### src/rtl/gf7_divider.sv
// Sequential GF(2^7) divider, q = a * b^-1 mod x^7 + x + 1.
// One shared field multiplier computes b^126 by square-and-multiply, then a * b^126.
module gf7_divider (
  input  logic       clk,
  input  logic       rst,
  input  logic       in_valid,
  output logic       in_ready,
  input  logic [6:0] a,
  input  logic [6:0] b,
  output logic       out_valid,
  input  logic       out_ready,
  output logic [6:0] q,
  output logic       div_by_zero,
  output logic       busy
);

  typedef enum logic [2:0] {StIdle, StSqr, StMul, StFin, StDone} state_e;

  state_e     state_q, state_d;
  logic [6:0] a_q, a_d;
  logic [6:0] t_q, t_d;
  logic [6:0] r_q, r_d;
  logic [2:0] round_q, round_d;
  logic [6:0] q_q, q_d;
  logic       out_valid_q, out_valid_d;
  logic       dbz_q, dbz_d;

  logic [6:0] mul_x, mul_y, prod;

  function automatic logic [6:0] gf_mul(input logic [6:0] x, input logic [6:0] y);
    logic [12:0] s;
    logic [6:0]  c;
    s = '0;
    for (int i = 0; i < 7; i++) begin
      for (int j = 0; j < 7; j++) begin
        s[i+j] = s[i+j] ^ (x[i] & y[j]);
      end
    end
    // x^7 folds back onto x + 1
    c[0] = s[0] ^ s[7];
    for (int k = 1; k < 6; k++) begin
      c[k] = s[k] ^ s[k+6] ^ s[k+7];
    end
    c[6] = s[6] ^ s[12];
    return c;
  endfunction

  always_comb begin
    mul_x = t_q;
    mul_y = t_q;
    case (state_q)
      StMul: mul_x = r_q;
      StFin: begin
        mul_x = a_q;
        mul_y = r_q;
      end
      default: ;
    endcase
    prod = gf_mul(mul_x, mul_y);
  end

  always_comb begin
    state_d     = state_q;
    a_d         = a_q;
    t_d         = t_q;
    r_d         = r_q;
    round_d     = round_q;
    q_d         = q_q;
    out_valid_d = out_valid_q;
    dbz_d       = dbz_q;
    case (state_q)
      StIdle: begin
        if (in_valid) begin
          a_d     = a;
          t_d     = b;
          r_d     = 7'h01;
          round_d = 3'd1;
          dbz_d   = (b == 7'h00);
          state_d = StSqr;
        end
      end
      StSqr: begin
        t_d     = prod;
        state_d = StMul;
      end
      StMul: begin
        r_d = prod;
        if (round_q == 3'd6) begin
          state_d = StFin;
        end else begin
          round_d = round_q + 3'd1;
          state_d = StSqr;
        end
      end
      StFin: begin
        q_d         = prod;
        out_valid_d = 1'b1;
        state_d     = StDone;
      end
      StDone: begin
        if (out_ready) begin
          out_valid_d = 1'b0;
          state_d     = StIdle;
        end
      end
      default: state_d = StIdle;
    endcase
  end

  always_ff @(posedge clk or posedge rst) begin
    if (rst) begin
      state_q     <= StIdle;
      a_q         <= '0;
      t_q         <= '0;
      r_q         <= '0;
      round_q     <= '0;
      q_q         <= '0;
      out_valid_q <= 1'b0;
      dbz_q       <= 1'b0;
    end else begin
      state_q     <= state_d;
      a_q         <= a_d;
      t_q         <= t_d;
      r_q         <= r_d;
      round_q     <= round_d;
      q_q         <= q_d;
      out_valid_q <= out_valid_d;
      dbz_q       <= dbz_d;
    end
  end

  assign in_ready    = (state_q == StIdle);
  assign busy        = (state_q != StIdle);
  assign out_valid   = out_valid_q;
  assign q           = q_q;
  assign div_by_zero = dbz_q;

endmodule
### config.mk
export PLATFORM = sky130hd
export DESIGN_NAME = gf7_divider
export DESIGN_NICKNAME = d
export VERILOG_FILES = /design/src/rtl/gf7_divider.sv
export SDC_FILE = /design/constraint.sdc
export NUM_CORES = 1
export LEC_CHECK = 0
export BUFFER_PORTS_ARGS = -buffer_cell sky130_fd_sc_hd__buf_2
export CORE_MARGIN = 1
export CORE_UTILIZATION = 61
export CTS_BUF_LIST = sky130_fd_sc_hd__clkbuf_4
export DETAILED_ROUTE_END_ITERATION = 8
export PLACE_DENSITY = 0.94
export SLEW_MARGIN = 20
export SYNTH_ARGS = -nofsm -noshare
export SYNTH_HDL_FRONTEND = slang
export SYNTH_SLANG_ARGS = --single-unit
export TNS_END_PERCENT = 1
### constraint.sdc
create_clock -name clk -period 3.1 [get_ports clk]
set_input_delay 0.62 -clock clk [delete_from_list [all_inputs] [get_ports clk]]
set_output_delay 0.62 -clock clk [all_outputs]
set_load 0.03 [all_outputs]
==> results.env, run 1 <==
WORST-R2R-CELL-COUNT=8
ESTIMATED_WIRELENGTH_OF_THE_DETAIL_PLACED_DESIGN_MICRONS=4446
PLACE.GP.CONGESTION=0.9446
FP.DIEH_MICRONS=66.35
WORST-PATH-BUF-INV=1
HOLD_VIOL_FINAL=0
CLOCK.FMAX_MHz=349.8
GRT_ANTENNA_BEFORE_REPAIR=0
POST_SYNTHESIS_SHARE_OF_CELL_AREA_SPENT_ON_XOR_AND_XNOR_GATES=0.1545
YS_ASYNC_SR_FRACTION=1.000
GLOBAL_ROUTE_WIRE_LENGTH_BEFORE_REPAIR_MICRONS=9846
DETAILEDROUTE.FIRSTPASSITERATIONCOUNT=5
HOLDWS_PS=327.9
FINISH.UTILIZATION=0.7091
DIE_WIDTH_MICRONS=66.35
CORE.ROWCOUNT=23
SYNTH_FF_TYPE='sky130_fd_sc_hd__dfrtp_1'
TOTALWIRELENGTH_MICRONS=6082
POST_SYNTH.CELL_AREA_AVG_SQ_UM=9.907
RR_STARTPOINT='state_q[1]$_DFFE_PP0P_'
ANT_NETS=0
TRITONCTS_NUM_SINKS=36
VIA_PER_INST=6.141
AVGROUTEDWIREPERCELL_MICRONS=17.48
YOSYS-TOP-CELLS-AREA='sky130_fd_sc_hd__dfrtp_1 36%, sky130_fd_sc_hd__xnor2_1 9.7%, sky130_fd_sc_hd__mux2_2 7.1%'
MAXSLEWVIOLCOUNT=0
LAYOUT_COMMON_CELLS='40 x sky130_fd_sc_hd__nor2_1, 36 x sky130_fd_sc_hd__dfrtp_1, 28 x sky130_fd_sc_hd__xnor2_1, 28 x sky130_fd_sc_hd__buf_2, 20 x sky130_fd_sc_hd__nand2_1'
POST_SYNTH_AND_OR_NAND_NOR_AREA_FRACTION=0.1367
LAYOUT-AREA-OVERHEAD-VS-SYNTH_PCT=12.28
CRITPATHMAXFANOUT=11
FLOORPLAN.INITIALDENSITY=0.6315
IOPINCOUNT=29
N_ANTENNA_CELL=0
CTS_INSERTED_BUFFERS=5
FP.DIEAREA_SQ_UM=4402
FINALSETUPTNS_PS=0
SYNTH_SEQUENTIAL_AREA_RATIO=0.3566
HTREE_LEVELS=2
SKEW_PS=18.55
WORST-SLEW-PIN-TRANSITION_PS=586.2
NUMBER_OF_DISTINCT_LIBRARY_CELL_VARIANTS_IN_THE_GATE_LEVEL_NETLIST_AFTER_SYNTHESIS=43
GRT_MAX_DEGREE=37
ROUTE.VIAS.TOTAL=2137
POST-SYNTH-TOP-AREA-CELL='sky130_fd_sc_hd__dfrtp_1'
INITIALDRTVIOLATIONCOUNT=182
MAX-CAP-VIOLATIONS=0
CRIT_PATH_CELL_TRACE='and2b_4, mux2i_2, buf_4, nor2_1, xnor2_1, xnor2_1, xnor3_1, o21ai_0'
RSZ0062_AT_GRT='no'
REG2REG_SETUP_SLACK_PS=240
SYNTH_ENABLE_FLOP_CELLS=0
LARGEST_STAGE_DELAY_WORST_PATH_PS=550
CTS.ROOT.BUFFER_CELL='sky130_fd_sc_hd__clkbuf_4'
MASTER_OF_THE_SLOWEST_INSTANCE_ON_THE_CRITICAL_PATH='sky130_fd_sc_hd__xnor3_1'
LAYOUT-DRIVE-GT1-SHARE=0.2886
LEADING_CELL_TYPE_IN_THE_LAYOUT_FILL_AND_TAPS_EXCLUDED='sky130_fd_sc_hd__nor2_1'
CRITICAL_PATH.ENDPOINT_TYPE='flip-flop'
HOLDBUFCOUNTCTS=0
CRITICAL_PATH.MOST_COMMON_CELL='sky130_fd_sc_hd__xnor2_1'
COMBINATIONAL_FAMILY_WITH_THE_MOST_AREA_AFTER_SYNTHESIS='multiplexers'
SYNTH_TOP_AREA_SHARE=0.3566
CLKTRANSATPATHREGS_PS=120
GRT.OVERFLOW.TOTAL=0
FIN_NETS=317
SYNTH.YOSYS.WARNINGS=0
VIA_COUNT_OF_THE_FIRST_GLOBAL_ROUTING_PASS=2068
TRITONCTS_CLOCK_TREE='built'
NETLIST_AREA_SQ_UM=2526
WORST_SETUP_PATH_START_KIND='flip-flop'
SYNTHADDERAREAFRAC=0.009906
FINALCRITICALPERIOD_PS=2859
TIMING.HOLD.WORST.CLASS='input port to asynchronous set/reset pin'
SYNTH_MUX_AREA_FRAC=0.1639
WORSTPATHARRIVAL_PS=3140
FILLERS=275
FINALCRITPERIODSHARE=0.9222
PORT-BUFFER-COUNT=28
SYN-INSTANCE-COUNT=255
RR_ENDPOINT='r_q[4]$_DFFE_PP0P_'
FINALSETUPVIOLCOUNT=0
DESIGN.CORE.AREA_SQ_UM=4000
NET_COUNT_AFTER_SYNTHESIS=275
OUTCOME='complete, no violations'
CLK_LATENCY_PS=370
PLACED_CELLS_INCL_TAPS=337
POST_LAYOUT_NONFILLER_INSTANCES=348
GR-USAGE-ALL-LAYERS=0.3090
REQUIRED_PS=3380
TIMING_WORST_SETUP_PATH_TYPE='flip-flop to flip-flop'
YOSYS_REGISTER_BITS=36
DRT_DRC_VIOLATIONS_LEFT=0
SYNTH_COMPOUND_GATE_AREA_SHARE=0.1377
CRIT_FAMILY='XOR/XNOR gates'
MAXSLEWHEADROOM=0.6066
MAX-CLOCK-PATH-BUFFERS=2
registers in the layout (all words and copies together) (netlist names):
register     flops
q                7
r_q              7
div_by_zero      1
round_q          3
state_q          3
out_valid        1
t_q              7
a_q              7
through the flow:
step                worst slack [ps]  instance area, sq um
finish                         241.3                  2836
global route                   129.2                  2836
CTS                            225.2                  2814
detailed placement             254.0                  2758
global placement               327.4                  2758
floorplan                      610.6                  2526
logic make-up (layout without fill, tap and decap cells):
| group | after synthesis | after routing |
|---|---|---|
| AND/OR/NAND/NOR | 77 | 77 |
| adder cells (fa/ha/maj) | 2 | 2 |
| XOR/XNOR | 35 | 35 |
| AO/OA/AOI/OAI | 53 | 53 |
| buffers and inverters | 17 | 60 |
| flip-flops | 36 | 36 |
| multiplexers | 35 | 35 |
worst register-to-register path: cells and delay by family, from the launching register on:
family | cells | cell delay, ps
AO/OA/AOI/OAI | 1 | 240
XOR/XNOR | 3 | 960
buffers and inverters | 1 | 200
flip-flops | 1 | 530
multiplexers | 1 | 410
AND/OR/NAND/NOR | 2 | 420
layout make-up:
cell class	count	area [sq um]	area share
clock buffers	5	37.54	0.01323
clock inverters	3	18.77	0.006617
inverters	7	26.28	0.009263
multi-input cells	202	1523	0.5368
flip-flops and latches	36	900.9	0.3176
well taps	50	62.56	0.02206
repair buffers	45	267.8	0.09440
metal layers:
| metal | part of all wire | wire length (microns) | track usage |
|---|---|---|---|
| met5 | 0 | 0 | 0 |
| met4 | 0.037 | 224 | 0.1649 |
| met3 | 0.086 | 525 | 0.06379 |
| met2 | 0.47 | 2869 | 0.4923 |
| met1 | 0.40 | 2462 | 0.3920 |
cells in the mapped netlist (all sizes together), types with 5 or more instances:
| library cell | count |
|---|---|
| xnor3 | 6 |
| xnor2 | 28 |
| nand2 | 20 |
| mux2 | 21 |
| dfrtp | 36 |
| mux2i | 14 |
| nor2 | 41 |
| inv | 7 |
| buf | 5 |
| clkbuf | 5 |
| a22oi | 7 |
| o21ai | 23 |
timing repair:
item                       in CTS  in global routing
hold endpoints to repair        0                  0
setup endpoints to repair       0                  5
resized for setup               0                  0
setup buffers                   0                  3
worst max path at each step:
stage	from	end	slack, ps	cells past startpoint
after floorplan	state_q[0]$_DFFE_PP0P_	t_q[0]$_DFFE_PP0P_	610	7
after global placement	state_q[1]$_DFFE_PP0P_	r_q[2]$_DFFE_PP0P_	330	7
after detailed placement	state_q[1]$_DFFE_PP0P_	q[2]$_DFFE_PP0N_	250	7
after CTS	state_q[1]$_DFFE_PP0P_	r_q[2]$_DFFE_PP0P_	230	8
after global routing	state_q[1]$_DFFE_PP0P_	r_q[4]$_DFFE_PP0P_	130	8
final	state_q[1]$_DFFE_PP0P_	r_q[4]$_DFFE_PP0P_	240	8
Power of run 1 is left out: the tool's default activity adds up to more than one toggle a clock period on the data nets, which glitch-free logic cannot reach.
==> run 2, diff against run 1 <==
Settings changed: ABC_AREA set to 1, CORE_UTILIZATION 61 to 62.
==> run 2 against run 1 <==
Clock skew down 14 ps. Critical endpoint is now r_q[2]$_DFFE_PP0P_. Sequential cell count unchanged. Non-clock buffer count down 13. Routed wire length up 20%. Die area up 16%. Utilization about the same. Worst hold slack better by 40 ps. Synthesized cell count up 89%. Via count up 46%. Final area up 12%.
==> results.env, run 2 <==
YS_ASYNC_SR_FRACTION=1.000  # unchanged
POST-CTS-SETUP-BUFFERS=0  # unchanged
HOLDBUFCOUNTCTS=0  # unchanged
SKEW_PS=4.511  # -14.03 ps
TRITONCTS_NUM_SINKS=36  # unchanged
CTS.ROOT.BUFFER_CELL='sky130_fd_sc_hd__clkbuf_4'
LEADING_CELL_TYPE_IN_THE_LAYOUT_FILL_AND_TAPS_EXCLUDED='sky130_fd_sc_hd__nand2_1'
TIMING_WORST_SETUP_PATH_TYPE='flip-flop to flip-flop'
GRT_MAX_DEGREE=37  # unchanged
MAX-CAP-VIOLATIONS=0  # unchanged
FIN_NETS=529  # +67%
TRITONCTS_CLOCK_TREE='built'
NETLIST_AREA_SQ_UM=2979  # +18%
FP.DIEAREA_SQ_UM=5087  # +16%
N_ANTENNA_CELL=0  # unchanged
TIMING.HOLD.WORST.CLASS='input port to asynchronous set/reset pin'
FILLERS=389  # +41%
ESTIMATED_WIRELENGTH_OF_THE_DETAIL_PLACED_DESIGN_MICRONS=5574  # +25%
INITIALDRTVIOLATIONCOUNT=272  # +49%
GRT_ANTENNA_BEFORE_REPAIR=0  # unchanged
SYNTHMOSTINSTANTIATEDCELL='sky130_fd_sc_hd__nand2_1'
WORST_SETUP_PATH_START_KIND='flip-flop'
MAXSLEWVIOLCOUNT=0  # unchanged
DRT_DRC_VIOLATIONS_LEFT=0  # unchanged
CTS_INSERTED_BUFFERS=5  # unchanged
CLK_LATENCY_PS=330  # -40 ps
DESIGN.CORE.AREA_SQ_UM=4474  # +12%
NET_COUNT_AFTER_SYNTHESIS=501  # +82%
REQUIRED_PS=3340  # -40 ps
HOLD_VIOL_FINAL=0  # unchanged
SYNTH_FF_TYPE='sky130_fd_sc_hd__dfrtp_1'
DIE_WIDTH_MICRONS=71.32  # +7.5%
FP.DIEH_MICRONS=71.32  # +7.5%
POSTCTSRESIZEDCELLS=0  # unchanged
VIA_PER_INST=5.566  # -9.4%
CORE.ROWCOUNT=24  # +4.3%
PORT-BUFFER-COUNT=28  # unchanged
POST-SYNTH-TOP-AREA-CELL='sky130_fd_sc_hd__dfrtp_1'
CLOCK.FMAX_MHz=372.0  # +6.4%
SYNTH_TOP_AREA_SHARE=0.3024  # -0.05422
CRITPATHMAXFANOUT=28  # +17
FLOORPLAN.INITIALDENSITY=0.6658  # +0.03430
MAX-CLOCK-PATH-BUFFERS=2  # unchanged
GRT.OVERFLOW.TOTAL=0  # unchanged
YOSYS_REGISTER_BITS=36  # unchanged
POST_SYNTH.CELL_AREA_AVG_SQ_UM=6.194  # -37%
VIA_COUNT_OF_THE_FIRST_GLOBAL_ROUTING_PASS=2943  # +42%
SYNTH.YOSYS.WARNINGS=0  # unchanged
LAYOUT-AREA-OVERHEAD-VS-SYNTH_PCT=6.552
SYN-INSTANCE-COUNT=481  # +89%
WORSTPATHARRIVAL_PS=2920  # -220 ps
YOSYS-TOP-CELLS-AREA='sky130_fd_sc_hd__dfrtp_1 30%, sky130_fd_sc_hd__nand2_1 29%, sky130_fd_sc_hd__nand3_1 10%'
FINALSETUPVIOLCOUNT=0  # unchanged
PLACE.GP.CONGESTION=0.9518  # +0.76%
IOPINCOUNT=29  # unchanged
MAXSLEWHEADROOM=0.6958  # +0.08921
ANT_NETS=0  # unchanged
RSZ0062_AT_GRT='no'
TOTALWIRELENGTH_MICRONS=7298  # +20%
AVGROUTEDWIREPERCELL_MICRONS=12.99  # -26%
SYNTH_SEQUENTIAL_AREA_RATIO=0.3024  # -0.05422
HTREE_LEVELS=2  # unchanged
FINALSETUPTNS_PS=0  # unchanged
FINALCRITICALPERIOD_PS=2688  # -170.8 ps
CLKTRANSATPATHREGS_PS=110  # about the same
SYNTH_COMMONEST_CELLS='228 x sky130_fd_sc_hd__nand2_1, 61 x sky130_fd_sc_hd__inv_1, 60 x sky130_fd_sc_hd__nand3_1'
WORST-SLEW-PIN-TRANSITION_PS=456.3  # -129.9 ps
GR-USAGE-ALL-LAYERS=0.3121  # +0.003097
CRITICAL_PATH.ENDPOINT_TYPE='flip-flop'
FINALCRITPERIODSHARE=0.8671  # -0.05509
GLOBAL_ROUTE_WIRE_LENGTH_BEFORE_REPAIR_MICRONS=12660  # +29%
DETAILEDROUTE.FIRSTPASSITERATIONCOUNT=5  # unchanged
ROUTE.VIAS.TOTAL=3128  # +46%
LAYOUT-DRIVE-GT1-SHARE=0.1353  # -0.1533
SYNTH_ENABLE_FLOP_CELLS=0  # unchanged
LAYOUT_COMMON_CELLS='228 x sky130_fd_sc_hd__nand2_1, 61 x sky130_fd_sc_hd__inv_1, 60 x sky130_fd_sc_hd__nand3_1, 36 x sky130_fd_sc_hd__dfrtp_1, 28 x sky130_fd_sc_hd__buf_2'
OUTCOME='complete, no violations'
NUMBER_OF_DISTINCT_LIBRARY_CELL_VARIANTS_IN_THE_GATE_LEVEL_NETLIST_AFTER_SYNTHESIS=33  # -23%
## run 2: changes by cell type after synthesis, sizes merged, moves of 6 or more
cell,change
xnor2,-20
inv,+59
nor2,-25
xnor3,-6
mux2,-20
nand2,+217
o21ai,-8
xor2,+8
nand3,+63
a22oi,-7
mux2i,-14
## run 2: cell families after synthesis
kind of cell    after synthesis  synth area share
flops                        36            0.3024
buf+inv                      78            0.1151
xor+xnor                     17           0.06006
simple gates                323            0.4607
mux                           1          0.003780
fa+ha+maj                     2          0.008398
compound gates               24           0.04956
## run 2: routing by layer
layer,up-vias,share of wire,global-route usage
met3,26,0.083,0.03657
met1,1411,0.41,0.4064
met5,-,0,0
li1,1543,-,-
met4,0,0.032,0.1111
met2,148,0.47,0.5386
## run 2: metrics by stage
step | instances | util | hold WS, ps | cell area, sq um | setup WS [ps]
floorplan | 481 | - | 449.2 | 2979 | 853.3
global placement | 554 | 0.6980 | 455.0 | 3123 | 594.6
detailed placement | 554 | 0.6980 | 460.2 | 3123 | 518.9
CTS | 562 | 0.7095 | 381.7 | 3174 | 486.3
global route | 562 | 0.7095 | 433.6 | 3174 | 147.8
finish | 562 | 0.7095 | 367.7 | 3174 | 412.1
## run 2: final cells by class
cell class,count,area (sq um),area share
clock buffers,5,37.54,0.01183
clock inverters,3,13.76,0.004336
inverters,67,251.5,0.07923
multi-input cells,367,1735,0.5467
flip-flops and latches,36,900.9,0.2838
well taps,52,65.06,0.02050
repair buffers,32,170.2,0.05361
## run 2: path summary, 6_finish.rpt
| kind | start | end | slack, ps | depth (start not counted) |
|---|---|---|---|---|
| worst max-delay path | state_q[1]$_DFFE_PP0P_ | r_q[2]$_DFFE_PP0P_ | 410 | 15 |
| worst min-delay path | rst | a_q[5]$_DFFE_PP0P_ | 370 | 3 |
| worst max register to register | state_q[1]$_DFFE_PP0P_ | r_q[2]$_DFFE_PP0P_ | 410 | 15 |
| worst min register to register | q[4]$_DFFE_PP0N_ | q[4]$_DFFE_PP0N_ | 490 | 2 |
| max in group asynchronous | rst | q[4]$_DFFE_PP0N_ | 2410 | 3 |
| min in group clk | a[6] | a_q[6]$_DFFE_PP0P_ | 470 | 3 |
## run 2: critical path: stages, from the launching register on
cell and delay, ps:
sky130_fd_sc_hd__dfrtp_1 640, sky130_fd_sc_hd__nand3_4 370, sky130_fd_sc_hd__o21ai_1 360, sky130_fd_sc_hd__inv_1 220, sky130_fd_sc_hd__nand2_1 130, sky130_fd_sc_hd__nand3_1 80, sky130_fd_sc_hd__nand2_1 110, sky130_fd_sc_hd__inv_1 60
sky130_fd_sc_hd__nand2_1 50, sky130_fd_sc_hd__nand2_1 60, sky130_fd_sc_hd__nand2_1 90, sky130_fd_sc_hd__nand2_1 60, sky130_fd_sc_hd__nand2_1 50, sky130_fd_sc_hd__nand2_1 150, sky130_fd_sc_hd__nand2_1 110, sky130_fd_sc_hd__nand2_1 50
Power of run 2 is left out for the same reason.
